$ cat src/rtl/pwm_sched_pkg.sv
// Shared types, widths and the round-robin pick helper for the breathing-PWM scheduler.
package pwm_sched_pkg;

  localparam int unsigned DUTY_W  = 7;
  localparam int unsigned MAX_REQ = 32;
  localparam int unsigned RR_W    = 5;

  typedef enum logic [1:0] {
    StIdle,
    StUp,
    StDown,
    StArb
  } state_e;

  // First set bit of req at or after start, wrapping modulo n.
  // Returns {found, index}; index is meaningless when found is 0.
  function automatic logic [RR_W:0] next_rr(input logic [MAX_REQ-1:0] req,
                                            input logic [RR_W:0]      n,
                                            input logic [RR_W-1:0]    start);
    logic [RR_W:0] res;
    logic [RR_W:0] j;
    res = '0;
    for (int i = 0; i < MAX_REQ; i++) begin
      j = {1'b0, start} + (RR_W+1)'(i);
      if (j >= n) j = j - n;
      if (((RR_W+1)'(i) < n) && !res[RR_W] && req[j[RR_W-1:0]]) begin
        res = {1'b1, j[RR_W-1:0]};
      end
    end
    return res;
  endfunction

endpackage

$ cat src/rtl/pwm_duty_gen.sv
// Free-running PWM counter and duty comparator shared by all requesters.
module pwm_duty_gen import pwm_sched_pkg::*; #(
  parameter int unsigned DUTY_MAX = 100
) (
  input  logic              clk,
  input  logic              rst,
  input  logic [DUTY_W-1:0] duty,
  output logic              pwm_out
);

  localparam logic [DUTY_W-1:0] CntLast = DUTY_W'(DUTY_MAX - 1);

  logic [DUTY_W-1:0] pwm_cnt_q;

  // PWM period counter, wraps after DUTY_MAX clocks.
  always_ff @(posedge clk or negedge rst) begin
    if (!rst) begin
      pwm_cnt_q <= '0;
    end else begin
      pwm_cnt_q <= (pwm_cnt_q == CntLast) ? '0 : pwm_cnt_q + 1'b1;
    end
  end

  // duty==0 never fires, duty==DUTY_MAX always fires.
  assign pwm_out = (pwm_cnt_q < duty);

endmodule

$ cat src/rtl/pwm_breath_scheduler.sv
// Round-robin time-sharing of one breathing PWM among N_REQ requesters.
// Each grant gets one full breath (0 -> DUTY_MAX -> 0), then re-arbitrates.
module pwm_breath_scheduler import pwm_sched_pkg::*; #(
  parameter int unsigned N_REQ     = 4,
  parameter int unsigned CLK_DIV   = 500000,
  parameter int unsigned DUTY_MAX  = 100,
  parameter int unsigned DUTY_STEP = 1,
  parameter int unsigned LED_W     = 15
) (
  input  logic              clk,
  input  logic              rst,
  input  logic [N_REQ-1:0]  req,
  output logic [N_REQ-1:0]  grant,
  output logic [DUTY_W-1:0] duty,
  output logic              dir,
  output logic [LED_W-1:0]  led
);

  if (DUTY_MAX < 1 || DUTY_MAX > 127) begin : gen_bad_duty_max
    $error("DUTY_MAX must be in 1..127");
  end
  if (DUTY_STEP < 1 || DUTY_STEP > DUTY_MAX) begin : gen_bad_duty_step
    $error("DUTY_STEP must be in 1..DUTY_MAX");
  end
  if (N_REQ < 1 || N_REQ > MAX_REQ) begin : gen_bad_n_req
    $error("N_REQ must be in 1..32");
  end
  if (CLK_DIV < 1) begin : gen_bad_clk_div
    $error("CLK_DIV must be at least 1");
  end

  localparam int unsigned       DIV_W    = (CLK_DIV > 1) ? $clog2(CLK_DIV) : 1;
  localparam logic [DIV_W-1:0]  DivLast  = DIV_W'(CLK_DIV - 1);
  localparam logic [DUTY_W-1:0] DutyMax  = DUTY_W'(DUTY_MAX);
  localparam logic [DUTY_W-1:0] DutyStep = DUTY_W'(DUTY_STEP);
  localparam logic [RR_W:0]     NReq     = (RR_W+1)'(N_REQ);
  localparam logic [RR_W-1:0]   LastReq  = RR_W'(N_REQ - 1);

  state_e             state_q;
  logic [DIV_W-1:0]   div_cnt_q;
  logic [RR_W-1:0]    rr_ptr_q;
  logic [RR_W-1:0]    owner_q;
  logic [N_REQ-1:0]   grant_q;
  logic [DUTY_W-1:0]  duty_q;
  logic               dir_q;

  logic               tick;
  logic [MAX_REQ-1:0] req_ext;
  logic               owner_req;
  logic [RR_W-1:0]    owner_inc;
  logic [RR_W-1:0]    rr_start;
  logic [RR_W:0]      pick;
  logic               pick_found;
  logic [RR_W-1:0]    pick_idx;
  logic [N_REQ-1:0]   grant_pick;
  logic [DUTY_W:0]    duty_sum;
  logic [DUTY_W-1:0]  duty_up;
  logic [DUTY_W-1:0]  duty_dn;
  logic               pwm_out;
  logic               pwm_en;

  assign tick      = (div_cnt_q == DivLast);
  assign req_ext   = MAX_REQ'(req);
  assign owner_req = req_ext[owner_q];

  // Arbitration start point and saturating ramp arithmetic.
  always_comb begin
    owner_inc = (owner_q == LastReq) ? '0 : owner_q + 1'b1;
    // In ARB the search starts just past the owner so it is served last.
    rr_start  = (state_q == StArb) ? owner_inc : rr_ptr_q;
    pick      = next_rr(req_ext, NReq, rr_start);
    duty_sum  = {1'b0, duty_q} + {1'b0, DutyStep};
    duty_up   = (duty_sum >= {1'b0, DutyMax}) ? DutyMax : duty_sum[DUTY_W-1:0];
    duty_dn   = (duty_q < DutyStep) ? '0 : duty_q - DutyStep;
  end

  assign pick_found = pick[RR_W];
  assign pick_idx   = pick[RR_W-1:0];
  assign grant_pick = N_REQ'(1) << pick_idx;

  // Arbitration FSM, breath ramp and step divider with registered outputs.
  always_ff @(posedge clk or negedge rst) begin
    if (!rst) begin
      state_q   <= StIdle;
      div_cnt_q <= '0;
      rr_ptr_q  <= '0;
      owner_q   <= '0;
      grant_q   <= '0;
      duty_q    <= '0;
      dir_q     <= 1'b1;
    end else begin
      div_cnt_q <= tick ? '0 : div_cnt_q + 1'b1;
      case (state_q)
        StIdle: begin
          if (pick_found) begin
            grant_q   <= grant_pick;
            owner_q   <= pick_idx;
            dir_q     <= 1'b1;
            div_cnt_q <= '0;
            state_q   <= StUp;
          end
        end
        StUp: begin
          // Owner dropping its request wins over a coincident tick.
          if (!owner_req) begin
            duty_q  <= '0;
            grant_q <= '0;
            state_q <= StArb;
          end else if (tick) begin
            duty_q <= duty_up;
            if (duty_up == DutyMax) begin
              dir_q   <= 1'b0;
              state_q <= StDown;
            end
          end
        end
        StDown: begin
          if (!owner_req) begin
            duty_q  <= '0;
            grant_q <= '0;
            state_q <= StArb;
          end else if (tick) begin
            duty_q <= duty_dn;
            if (duty_dn == '0) begin
              grant_q <= '0;
              state_q <= StArb;
            end
          end
        end
        StArb: begin
          rr_ptr_q <= owner_inc;
          dir_q    <= 1'b1;
          if (pick_found) begin
            grant_q   <= grant_pick;
            owner_q   <= pick_idx;
            div_cnt_q <= '0;
            state_q   <= StUp;
          end else begin
            grant_q <= '0;
            state_q <= StIdle;
          end
        end
        default: state_q <= StIdle;
      endcase
    end
  end

  pwm_duty_gen #(
    .DUTY_MAX (DUTY_MAX)
  ) u_duty_gen (
    .clk     (clk),
    .rst     (rst),
    .duty    (duty_q),
    .pwm_out (pwm_out)
  );

  assign pwm_en = (state_q == StUp) || (state_q == StDown);
  assign led    = pwm_en ? {LED_W{pwm_out}} : '0;
  assign grant  = grant_q;
  assign duty   = duty_q;
  assign dir    = dir_q;

endmodule

$ cat config.mk
export PLATFORM = sky130hd
export DESIGN_NAME = pwm_breath_scheduler
export DESIGN_NICKNAME = d
export VERILOG_FILES = /design/src/rtl/pwm_sched_pkg.sv /design/src/rtl/pwm_duty_gen.sv /design/src/rtl/pwm_breath_scheduler.sv
export SDC_FILE = /design/constraint.sdc
export NUM_CORES = 1
export LEC_CHECK = 0
export BUFFER_PORTS_ARGS = -buffer_cell sky130_fd_sc_hd__buf_2
export CELL_PAD_IN_SITES_DETAIL_PLACEMENT = 0
export CELL_PAD_IN_SITES_GLOBAL_PLACEMENT = 1
export CORE_ASPECT_RATIO = 0.7
export CORE_MARGIN = 3
export CORE_UTILIZATION = 35
export DETAILED_ROUTE_END_ITERATION = 7
export GPL_ROUTABILITY_DRIVEN = 0
export PLACE_DENSITY = 0.71
export SYNTH_ARGS = -nofsm -noshare
export SYNTH_HDL_FRONTEND = slang
export SYNTH_SLANG_ARGS = --single-unit
export TNS_END_PERCENT = 50
$ cat constraint.sdc
create_clock -name clk -period 4.5 [get_ports clk]
set_input_delay 0.9 -clock clk [delete_from_list [all_inputs] [get_ports clk]]
set_output_delay 0.9 -clock clk [all_outputs]
set_load 0.1 [all_outputs]
### Word level (Yosys, flattened, before mapping)

Cells that the tools add are included.

| word-level totals | value |
|---|---|
| flip-flop bits (word level) | 50 |
| bits in latches | 0 |
| RAM bits | 0 |
| ROM bits | 0 |
| bits of input ports | 6 |
| memories kept | 0 |

| cells by class | value |
|---|---|
| $add $sub $neg | 12 |
| multipliers | 0 |
| div/mod/pow operators | 0 |
| order comparisons | 12 |
| equality and inequality tests | 16 |
| shift operators | 1 |
| mux-type cells | 53 |
| bitwise logic cells | 0 |
| reductions and logical operators | 17 |

Operators with widths:

| kind | count |
|---|---|
| $mux 19 | 3 |
| $mux 7 | 7 |
| $lt 5x6->1 const B | 5 |
| $mux 5 | 6 |
| $bmux 1 s5 | 5 |
| $mux 4 | 6 |
| $mux 6 | 4 |
| $sub 5x3->5 const B | 4 |
| $add 19x1->19 const B | 1 |
| $eq 19x19->1 const B | 1 |
| $ge 6x3->1 const B | 3 |
| $pmux 4 s4 | 1 |
| $mux 15 | 1 |
| $eq 7x7->1 const B | 2 |
| $mux 2 | 7 |
| $pmux 7 s2 | 1 |
| $add 5x2->6 const B | 2 |
| $ne 3x3->1 const B | 4 |
| $mux 1 | 10 |
| $ne 2x2->1 const B | 5 |
| $reduce_and 5->1 | 2 |
| $add 7x1->8 const B | 1 |
| $ge 8x7->1 const B | 1 |
| $pmux 2 s4 | 1 |
| other kinds (23) | 28 |

### Depth between registers and ports, before layout

| logic depth | value |
|---|---|
| depth in word-level cells | 20 |
| depth in mapped cells | 19 |
| depth with buffers taken out | 17 |

### Hierarchy

From an unflattened synthesis, not the netlist that was laid out.

| second synthesis, totals | value |
|---|---|
| cells, all modules | 465 |
| area, all modules | 4110.2 um^2 |

By module, submodules not included:

| module | instances | cells each | area an instance (um^2) | sequential area each (um^2) |
|---|---|---|---|---|
| pwm_breath_scheduler | 1 | 415 | 3641.0 | 1077.3 |
| pwm_duty_gen | 1 | 50 | 469.2 | 175.2 |

### Worst setup path after synthesis

Ideal clock, no wire load.

| timing path | value |
|---|---|
| kind | reg2out |
| start point | reg duty_q[2] (netlist: duty[2]) |
| end point | out led[10] |
| arrival time | 3.708 ns |
| data required time | 3.600 ns |
| path slack | -0.108 ns |
| cell stages (with the launch flop) | 12 |
| buffers on the path | 2 |
| cells stage by stage | dfrtp_1 > clkbuf_1 > inv_1 > ha_1 > a21boi_0 > o21ai_0 > nand2b_1 > a21oi_1 > nor2b_1 > o21ai_0 > and3b_1 > buf_4 |

| between the ends | value |
|---|---|
| cells in the longest elaborated chain, start to end | 2 |

Ends and longest elaborated chain:

| element | line | RTL |
|---|---|---|
| start: declaration | pwm_breath_scheduler.sv:44 | `logic [DUTY_W-1:0] duty_q;` |
| start signal: assignment | pwm_breath_scheduler.sv:110 | `duty_q <= duty_up;` |
| start signal: assignment | pwm_breath_scheduler.sv:123 | `duty_q <= duty_dn;` |
| $lt 7x7->1 | pwm_duty_gen.sv:25 | `assign pwm_out = (pwm_cnt_q < duty);` |
| $mux 15 | pwm_breath_scheduler.sv:158 | `assign led = pwm_en ? {LED_W{pwm_out}} : '0;` |
| end: declaration | pwm_breath_scheduler.sv:16 | `output logic [LED_W-1:0] led` |

Every way passes these cells.

### Final worst setup path

| timing path | value |
|---|---|
| start point | reg state_q[1] |
| end point | reg state_q[1] |

| between the ends | value |
|---|---|
| cells in the longest elaborated chain, start to end | 18 |
| elaborated cells on any way between the ends | 45 |

Ends and longest elaborated chain:

| element | line | RTL |
|---|---|---|
| start: declaration | pwm_breath_scheduler.sv:39 | `state_e state_q;` |
| start signal: assignment | pwm_breath_scheduler.sv:84 | `state_q <= StIdle;` |
| start signal: assignment | pwm_breath_scheduler.sv:100 | `state_q <= StUp;` |
| start signal: assignment | pwm_breath_scheduler.sv:108 | `state_q <= StArb;` |
| $eq 2x2->1 * | pwm_breath_scheduler.sv:70 | `rr_start = (state_q == StArb) ? owner_inc : rr_ptr_q;` |
| $mux 5 * | - |  |
| named net rr_start[1] | pwm_breath_scheduler.sv:51 | `logic [RR_W-1:0] rr_start;` |
| branches (longest 13 deep; another with $add 5x1->6) | - |  |
| $mux 6 * | pwm_sched_pkg.sv:26 | `if (((RR_W+1)'(i) < n) && !res[RR_W] && req[j[RR_W-1:0]]) begin` |
| $ne 2x2->1 (no line) * | - |  |
| $reduce_and 5->1 (no line) * | - |  |

Mark *: on every way through the listed nets, which the timed path passes. The select of a mux whose other input is x is not followed.
A chain may end at the register's enable or synchronous reset.

==> results.sh <==
export IMPL_run_status="complete, no violations"
export IMPL_maxSlewHeadroom_pct=53.9
export IMPL_dp_hpwl_um=7160
export IMPL_fp_dieH_um=94.5
export IMPL_fill_cells=1070
export IMPL_tightest_slew_ns=0.684
export IMPL_finalClockSkew_ns=0.0113
export IMPL_yosys_area_top_type="dfrtp_1"
export IMPL_dieArea_sq_mm=0.0125
export IMPL_seq_area_sq_mm=0.00125
export IMPL_multi_input_area_sq_mm=0.00241
export IMPL_ys_seq_elements=50
export IMPL_post_route_drc_count=0
export IMPL_instances_no_fill=621
export IMPL_postLayoutSetupSlackWorst_ns=0.253
export IMPL_die_w_um=132
export IMPL_maxCapViolCount=0
export IMPL_area_growth_syn_to_layout_pct=11.7
export IMPL_synth_area_leaders="dfrtp_1, ha_1, nor2_1"
export IMPL_ios=33
export IMPL_cts_sinks=50
export IMPL_min_period_ns=4.25
export IMPL_cts_made_buffers=5
export IMPL_crit_type="register to register"
export IMPL_hold_buffers=0
export IMPL_cts_tree="built"
export IMPL_rsz0062_at_grt="false"
export IMPL_async_flop_share_pct=100
export IMPL_grt_pass1_wl_um=15800
export IMPL_htree_levels=2
export IMPL_min_period_over_period_pct=94.4
export IMPL_final_nets=508
export IMPL_synth_nets=480
export IMPL_cp_data_arrival_time_ns=4.42
export IMPL_synth_top_area_share_pct=31.3
export IMPL_antenna_found_initial=0
export IMPL_gr_total_overflow=0
export IMPL_grtUsageTotal_pct=15.6
export IMPL_ys_flop_type="dfrtp_1"
export IMPL_place_ws_ns=0.158
export IMPL_clock_fmax_mhz=235
export IMPL_worstSetupStartpointType="register"
export IMPL_synth_area_per_cell_sq_um=8.83
export IMPL_antenna_cells=0
export IMPL_core_sq_mm=0.0106
export IMPL_syn_inst=444
export IMPL_wl_um=9340
export IMPL_firstDrtPassIters=4
export IMPL_grt_pass1_vias=3124
export IMPL_yosysWarningCount=0
export IMPL_vias=3262
export IMPL_syn_area_sq_mm=0.00392
export IMPL_post_drt_wl_per_cell_um=15.0
export IMPL_min_path_type="input port to asynchronous set/reset pin"
export IMPL_rows=31
export IMPL_end_kind="register"
export IMPL_critPathMaxFanout=11
export IMPL_routed_via_density=5.25
export IMPL_ys_seq_area_share_pct=32.0
export IMPL_dp_cells=613
export IMPL_clk_pin_slew_ns=0.07
export IMPL_tns_ns=0
export IMPL_drtAntennaViolNets=0
export IMPL_worstSkewPairLatency_ns=0.30
export IMPL_drt_iter0_drc=388
export IMPL_grt_start_max_net_pins=38
export IMPL_final_setup_viol_count=0
export IMPL_synth_edf_count=0
export IMPL_cp_required_ns=4.67
export IMPL_io_buffer_count=32
export IMPL_reg2reg_depth=14
export IMPL_whs_ns=0.483
export IMPL_cts_root_buf="clkbuf_16"
export IMPL_drive_gt1_share_pct=17.8
export IMPL_synth_cell_type_count=73
export IMPL_start_util_pct=36.9
export IMPL_clk_path_buf_depth=2
export IMPL_hold_viol=0
export IMPL_drv_slew=0
sequential cells by signal, summed over array words and instances (netlist names):
name / cells
duty: 7
div_cnt_q: 19
dir: 1
rr_ptr_q: 5
owner_q: 5
u_duty_gen.pwm_cnt_q: 7
grant: 4
state_q: 2
cell usage after synthesis, types with 8 or more instances:
library cell	count
mux2i_1	9
nor2_1	44
xnor2_1	16
o21ai_0	25
a21oi_1	10
nand3_1	19
buf_4	16
nand2_1	41
nor3_1	8
ha_1	30
xor2_1	13
dfrtp_1	49
and2_1	8
inv_1	24
and3_1	9
cell families after synthesis:
kind of cell	Yosys count	synth area share, %
multiplexers	15	4.69
buffers and inverters	52	6.70
AO/OA/AOI/OAI	95	17.6
flip-flops	50	32.0
AND/OR/NAND/NOR	172	22.6
adder cells (fa/ha/maj)	30	9.58
XOR/XNOR	30	6.90
final cells by class:
class	count	share of cell area (%)
Multi-Input combinational cell	342	55.1
Sequential cell	50	28.6
Timing Repair Buffer	47	6.23
Tap cell	148	4.23
Clock buffer	6	3.17
Inverter	26	2.23
Clock inverter	2	0.400
repair_timing:
| item | 4_1_cts | 5_1_grt |
|---|---|---|
| setup buffers | 0 | 0 |
| setup endpoints to repair | 0 | 4 |
| endpoints found under the hold margin | 0 | 0 |
| gates resized for setup | 0 | 3 |
final timing paths:
check | startpoint | to | slack [ns]
max in group asynchronous | rst | div_cnt_q[9]$_DFF_PN0_ | 3.23
setup reg to reg | state_q[1]$_DFFE_PN0P_ | state_q[1]$_DFFE_PN0P_ | 0.25
setup / recovery | state_q[1]$_DFFE_PN0P_ | state_q[1]$_DFFE_PN0P_ | 0.25
min in group clk | grant[1]$_DFFE_PN0P_ | grant[1]$_DFFE_PN0P_ | 0.48
hold reg to reg | grant[1]$_DFFE_PN0P_ | grant[1]$_DFFE_PN0P_ | 0.48
hold / removal | rst | duty[2]$_DFFE_PN0P_ | 0.48
metal layers:
layer / vias to the layer above / wire, um / GRT usage (%)
li1: 1629 / - / -
met1: 1530 / 4790 / 22.7
met2: 97 / 3750 / 22.2
met3: 6 / 717 / 5.01
met4: 0 / 82 / 3.72
met5: - / 0 / 0
critical path, cell delays in order (launching register included):
cell and delay, ns:
dfrtp_1 0.40, ha_2 0.32, mux2_2 0.47, ha_1 0.28, xnor2_1 0.28, ha_1 0.29, or3_1 0.13, o211ai_1 0.08
a311oi_1 0.30, mux2i_1 0.43, o21ai_1 0.21, o211ai_2 0.16, nor2_2 0.08, or3_4 0.39, mux2_4 0.31
cells in the final DEF, fill, tap and decap left out, types with 5 or more instances in the layout:
cell	synthesis	layout
nand2_1	41	41
and3_1	9	9
dfrtp_1	49	49
inv_1	24	24
nor2_1	44	44
and2_1	8	8
clkbuf_16	0	5
nor3_1	8	8
xnor2_1	16	16
o21ai_0	25	25
a211oi_1	5	5
xor2_1	13	13
mux2i_1	9	9
buf_2	6	32
nand2b_1	7	7
or3_1	5	5
nand3_1	19	19
o211ai_1	5	5
buf_4	16	15
a21oi_1	10	10
ha_1	30	29
o31ai_1	5	5
stage by stage:
step / util (%) / instance area [sq um]
floorplan: - / 3920
global placement: 39.6 / 4210
detailed placement: 39.6 / 4210
CTS: 41.1 / 4370
global route: 41.2 / 4380
finish: 41.2 / 4380
Power is left out: the tool's default activity adds up to more than one toggle a clock period on the data nets, which glitch-free logic cannot reach.
